`src/rtl/brick_hit_handler.sv`:
```
// Turns collision-detector overlap flags into brick hits, ball reflects and score.
// The PLAY/COOLDOWN/CLEARED sequencing makes one overlap produce exactly one hit.
module brick_hit_handler #(
  parameter int NUM_BLOCKS = 10,
  parameter int COOLDOWN   = 4,
  parameter int SCORE_W    = 8,
  parameter int POINTS     = 1
) (
  input  logic                  clk,
  input  logic                  rst,
  input  logic                  frame_tick,
  input  logic                  collide_paddle,
  input  logic [NUM_BLOCKS-1:0] collide_block,
  input  logic                  restart,
  output logic [NUM_BLOCKS-1:0] alive,
  output logic                  flip_y,
  output logic                  hit_valid,
  output logic [3:0]            hit_idx,
  output logic [SCORE_W-1:0]    score,
  output logic                  level_clear
);

  localparam int CNT_W = (COOLDOWN > 0) ? $clog2(COOLDOWN + 1) : 1;

  localparam logic [1:0] ST_PLAY     = 2'd0;
  localparam logic [1:0] ST_COOLDOWN = 2'd1;
  localparam logic [1:0] ST_CLEARED  = 2'd2;

  localparam logic [NUM_BLOCKS-1:0] ALL_ALIVE  = {NUM_BLOCKS{1'b1}};
  localparam logic [NUM_BLOCKS-1:0] NONE_ALIVE = {NUM_BLOCKS{1'b0}};
  localparam logic [NUM_BLOCKS-1:0] ONE_HOT_0  = {{(NUM_BLOCKS-1){1'b0}}, 1'b1};
  localparam logic [SCORE_W-1:0]    SCORE_MAX  = {SCORE_W{1'b1}};
  localparam logic [SCORE_W:0]      POINTS_EXT = (SCORE_W+1)'(POINTS);
  localparam logic [CNT_W-1:0]      CNT_LOAD   = CNT_W'(COOLDOWN);
  localparam logic [CNT_W-1:0]      CNT_ZERO   = {CNT_W{1'b0}};
  localparam logic [CNT_W-1:0]      CNT_ONE    = CNT_W'(1);

  // Lowest set bit wins, so simultaneous overlaps destroy only the lowest block.
  function automatic logic [3:0] lowest_idx(input logic [NUM_BLOCKS-1:0] v);
    logic [3:0] idx;
    idx = 4'd0;
    for (int i = NUM_BLOCKS - 1; i >= 0; i--) begin
      if (v[i]) begin
        idx = 4'(i);
      end else begin
        idx = idx;
      end
    end
    return idx;
  endfunction

  function automatic logic [SCORE_W-1:0] sat_add(input logic [SCORE_W-1:0] s);
    logic [SCORE_W:0] sum;
    sum = {1'b0, s} + POINTS_EXT;
    if (sum > {1'b0, SCORE_MAX}) begin
      return SCORE_MAX;
    end else begin
      return sum[SCORE_W-1:0];
    end
  endfunction

  logic [1:0]            state_r,       state_nx_s;
  logic [CNT_W-1:0]      cnt_r,         cnt_nx_s;
  logic [NUM_BLOCKS-1:0] alive_r,       alive_nx_s;
  logic [SCORE_W-1:0]    score_r,       score_nx_s;
  logic                  flip_y_r,      flip_y_nx_s;
  logic                  hit_valid_r,   hit_valid_nx_s;
  logic [3:0]            hit_idx_r,     hit_idx_nx_s;
  logic                  level_clear_r, level_clear_nx_s;
  logic [NUM_BLOCKS-1:0] masked_s;
  logic [3:0]            hit_sel_s;

  assign masked_s  = collide_block & alive_r;
  assign hit_sel_s = lowest_idx(masked_s);

  // Next-state and next-output decode.
  always_comb begin
    state_nx_s     = state_r;
    cnt_nx_s       = cnt_r;
    alive_nx_s     = alive_r;
    score_nx_s     = score_r;
    flip_y_nx_s    = 1'b0;
    hit_valid_nx_s = 1'b0;
    hit_idx_nx_s   = hit_idx_r;
    case (state_r)
      ST_PLAY: begin
        if (masked_s != NONE_ALIVE) begin
          alive_nx_s     = alive_r & ~(ONE_HOT_0 << hit_sel_s);
          hit_idx_nx_s   = hit_sel_s;
          hit_valid_nx_s = 1'b1;
          flip_y_nx_s    = 1'b1;
          score_nx_s     = sat_add(score_r);
          cnt_nx_s       = CNT_LOAD;
          state_nx_s     = ST_COOLDOWN;
        end else if (collide_paddle) begin
          flip_y_nx_s = 1'b1;
          cnt_nx_s    = CNT_LOAD;
          state_nx_s  = ST_COOLDOWN;
        end else begin
          state_nx_s = ST_PLAY;
        end
      end
      ST_COOLDOWN: begin
        // Exit is judged on the registered count, so a zero load leaves one cycle later.
        if (cnt_r == CNT_ZERO) begin
          if (alive_r == NONE_ALIVE) begin
            state_nx_s = ST_CLEARED;
          end else begin
            state_nx_s = ST_PLAY;
          end
        end else if (frame_tick) begin
          cnt_nx_s = cnt_r - CNT_ONE;
        end else begin
          cnt_nx_s = cnt_r;
        end
      end
      ST_CLEARED: begin
        if (restart) begin
          alive_nx_s = ALL_ALIVE;
          state_nx_s = ST_PLAY;
        end else begin
          state_nx_s = ST_CLEARED;
        end
      end
      default: begin
        state_nx_s = ST_PLAY;
        cnt_nx_s   = CNT_ZERO;
      end
    endcase
    level_clear_nx_s = (state_nx_s == ST_CLEARED);
  end

  // State and output registers with synchronous reset.
  always_ff @(posedge clk) begin
    if (rst) begin
      state_r       <= ST_PLAY;
      cnt_r         <= CNT_ZERO;
      alive_r       <= ALL_ALIVE;
      score_r       <= {SCORE_W{1'b0}};
      flip_y_r      <= 1'b0;
      hit_valid_r   <= 1'b0;
      hit_idx_r     <= 4'd0;
      level_clear_r <= 1'b0;
    end else begin
      state_r       <= state_nx_s;
      cnt_r         <= cnt_nx_s;
      alive_r       <= alive_nx_s;
      score_r       <= score_nx_s;
      flip_y_r      <= flip_y_nx_s;
      hit_valid_r   <= hit_valid_nx_s;
      hit_idx_r     <= hit_idx_nx_s;
      level_clear_r <= level_clear_nx_s;
    end
  end

  assign alive       = alive_r;
  assign flip_y      = flip_y_r;
  assign hit_valid   = hit_valid_r;
  assign hit_idx     = hit_idx_r;
  assign score       = score_r;
  assign level_clear = level_clear_r;

endmodule
```
`config.mk`:
```
export PLATFORM = sky130hd
export DESIGN_NAME = brick_hit_handler
export DESIGN_NICKNAME = d
export VERILOG_FILES = /design/src/rtl/brick_hit_handler.sv
export SDC_FILE = /design/constraint.sdc
export NUM_CORES = 1
export LEC_CHECK = 0
export ABC_AREA = 1
export CAP_MARGIN = 20
export CORE_MARGIN = 3
export CORE_UTILIZATION = 48
export DETAILED_ROUTE_END_ITERATION = 8
export PLACE_DENSITY = 0.82
export SLEW_MARGIN = 15
export SYNTH_ARGS = -nofsm -noshare
export SYNTH_HDL_FRONTEND = slang
export SYNTH_SLANG_ARGS = --single-unit
```
`constraint.sdc`:
```
create_clock -name clk -period 1.9 [get_ports clk]
set_input_delay 0.38 -clock clk [delete_from_list [all_inputs] [get_ports clk]]
set_output_delay 0.38 -clock clk [all_outputs]
set_load 0.02 [all_outputs]
```
==> results.toml <==
[synth]
synth_cell_types = 33
synthFlopType = "dfxtp_1"
synth_xor_area_share_pct = 3.95
synth_top_area_share_pct = 38.7
synth_compound_area_share_pct = 14.3
seq_area_frac_synth_pct = 38.7
synthAdderAreaFrac_pct = 3.23
synth_area_leaders = "dfxtp_1, nand2_1, a21oi_1, inv_1, nand4_1"
synthesis.nets = 219
synth_common_cells = "nand2_1, dfxtp_1, inv_1"
syn-instance-count = 200
async_flop_share_pct = 0
synth_mux_area_share_pct = 0
synth_area_mm2 = 0.00155
synth-edff-count = 0
synth_top_family_by_area = "simple AND/OR/NAND/NOR gates"
syn_avg_cell_area_um2 = 7.75
yosys.cell_count.top_type = "nand2_1"
ys_seq_elements = 30
synth_simple_gate_area_share_pct = 33.2
yosysWarnings = 0
yosys.area.top_type = "dfxtp_1"

[flow_run]
maxCapViolCount = 0

[global_routing]
grtUsageTotal_pct = 19.0
grt_overflow_total = 0
grt_start_max_net_pins = 14
antenna_found_initial = 0
first_global_vias = 1402
grt_pass1_wl_um = 6020

[power]
intPower_mw = 1.04
power_leakage_nw = 0.909
seqPwrFrac_pct = 46.7
peakVddDrop_v = 0.000602
combPwrFrac_pct = 26.5
switchingPower_mw = 0.515
pwr_density_cell_mw_per_mm2 = 747
sw_frac_of_total_pct = 33.2
pwr-share-clk_pct = 26.8

[timing]
slew_headroom_pct = 78.1
fmax_mhz = 552
setup-tns-final_ps = 0
worst_slew_pin_slew_ps = 328
min_period_ps = 1810
hold_viol = 0
final_min_period_over_clock_period_pct = 95.3
rsz0062_at_grt = "false"
final-max-slew-violation-count = 0
skew_ps = 9.71
setup_viol = 0

[placement]
io_buffers = 39
dpl.cell_count = 283
place_congestion = 0.976
dp_hpwl_um = 2720

[floorplanning]
initial_utilization_pct = 53.0
die_w_um = 62.8
die_y_um = 62.8
ios = 40
core_mm2 = 0.00292
die_area_mm2 = 0.00395
fp-row-count = 19

[setup_path]
worstRegToRegCells = 9
cp_max_fo = 6
cp-start-kind = "register"
critPathSlowestCell = "clkdlybuf4s50_1"
arrival_ps = 1430
critPathKind = "register to output pin"
r2r-start = "alive[4]$_SDFFE_PP1P_"
crit_path_end_kind = "output pin"
critPathLaunch = "score[4]$_SDFFE_PP0P_"
r2r-end = "alive[1]$_SDFFE_PP1P_"
cpLargestDelayFamily = "buffers and inverters"
cp_num_cells = 1
crit_path_cell_trace = "clkdlybuf4s50_1"
cp.required_ps = 1520
critPathCapture = "score[4]"
crit_buf_inv = 1
max_stage_delay_ps = 650
rrSetupSlack_ps = 380

[routing]
routed_wl_um = 3590
routedWlPerCell_um = 12.3
drc = 0
drt-pass1-iter-count = 4
via_count = 1482
drtIter0Drc = 69
vias_per_cell = 5.09
antenna_left = 0

[clocking]
clk_pin_slew_ps = 100
cts-root-buf = "clkbuf_4"
ctsHtreeMaxLevel = 2
insertion_delay_ps = 340
clockBufferDepth = 2
cts.sinks = 30
holdBufCountCts = 0
cts_tree = "done"
cts-buffers-inserted = 5
cts_setup_buffers = 0
cts_resized = 0

[finish]
fin_util_pct = 71.1
n_antenna_cell = 0
drive_above_1_share_pct = 15.3
area_growth_pct = 34.1
layout.nets = 267
stdcell_count = 291

[hold_path]
hold_class = "register to register"

[run_status]
status = "finished, final reports clean"
[per-layer routing]
metal	global-route usage (%)	share of wire [%]	vias up
met5	0	0	-
met4	6.06	1.5	0
met3	6.47	5.7	10
met2	33.6	50	58
met1	21.2	43	658
li1	-	-	756
[worst min path at each step]
stage	slack [ps]	endpoint	from	cells past startpoint
final	470	cnt_r[1]$_SDFFE_PP0P_	cnt_r[1]$_SDFFE_PP0P_	2
after global routing	500	hit_idx[3]$_SDFFE_PP0P_	hit_idx[3]$_SDFFE_PP0P_	2
after CTS	470	cnt_r[1]$_SDFFE_PP0P_	cnt_r[1]$_SDFFE_PP0P_	2
after detailed placement	450	cnt_r[1]$_SDFFE_PP0P_	cnt_r[1]$_SDFFE_PP0P_	2
after global placement	450	cnt_r[1]$_SDFFE_PP0P_	cnt_r[1]$_SDFFE_PP0P_	2
after floorplan	440	cnt_r[1]$_SDFFE_PP0P_	cnt_r[1]$_SDFFE_PP0P_	2
[kinds of logic after synthesis]
| logic type | after synthesis |
|---|---|
| simple gates | 99 |
| compound gates | 35 |
| xor+xnor | 7 |
| flops | 30 |
| fa+ha+maj | 4 |
| buf+inv | 25 |
[per-stage QoR]
| stage | setup slack (ps) | hold slack (ps) | power [mW] | instance area (um^2) |
|---|---|---|---|---|
| after global routing | 6.38 | 500 | 1.63 | 2080 |
| final | 88.5 | 471 | 1.55 | 2080 |
| after detailed placement | -26.2 | 454 | 1.15 | 2010 |
| after CTS | 87.9 | 470 | 1.56 | 2080 |
| after global placement | 1.16 | 452 | 1.14 | 2010 |
| after floorplan | 466 | 440 | 0.987 | 1550 |
[flip-flops by register name (all words and copies together), names as in the netlist]
| signal | cells |
|---|---|
| hit_valid | 1 |
| state_r | 2 |
| hit_idx | 4 |
| cnt_r | 3 |
| score | 8 |
| level_clear | 1 |
| flip_y | 1 |
| alive | 10 |
[tightest hold or removal path: cells and delay by family (launching register included)]
family	cells	cell delay [ps]
AOI/OAI and AO/OA	1	50
and+or+nand+nor	1	60
DFF	1	320
[area by class of cell]
cell class	instances	area, um^2
Clock buffer	6	51.3
Clock inverter	2	12.5
Fill cell	257	846
Inverter	21	78.8
Multi-Input combinational cell	145	847
Sequential cell	30	601
Tap cell	42	52.6
Timing Repair Buffer	45	435
[cell usage in the layout, fill, tap and decap left out, drive strengths merged]
master         netlist  routed
a211oi               1       1
a21boi               1       1
a21oi               19      19
a221oi               2       2
buf                  2       6
clkbuf               2       6
clkdlybuf4s50        0      39
clkinv               1       2
clkinvlp             0       1
dfxtp               30      30
ha                   4       4
inv                 20      20
nand2               61      61
nand3               11      11
nand4                9       9
nor2                13      13
nor3                 3       3
nor4                 1       1
o211a                1       1
o21ai               11      11
or2                  1       1
xnor2                2       2
xor2                 5       5
[power by group through the flow]
stage / registers [mW] / clock network (mW) / logic [mW]
floorplan: 0.780 / 0 / 0.207
global placement: 0.737 / 0 / 0.406
detailed placement: 0.738 / 0 / 0.411
CTS: 0.725 / 0.419 / 0.413
global route: 0.734 / 0.448 / 0.451
finish: 0.725 / 0.415 / 0.411
Note: power is estimated with default switching activity, not from simulation.
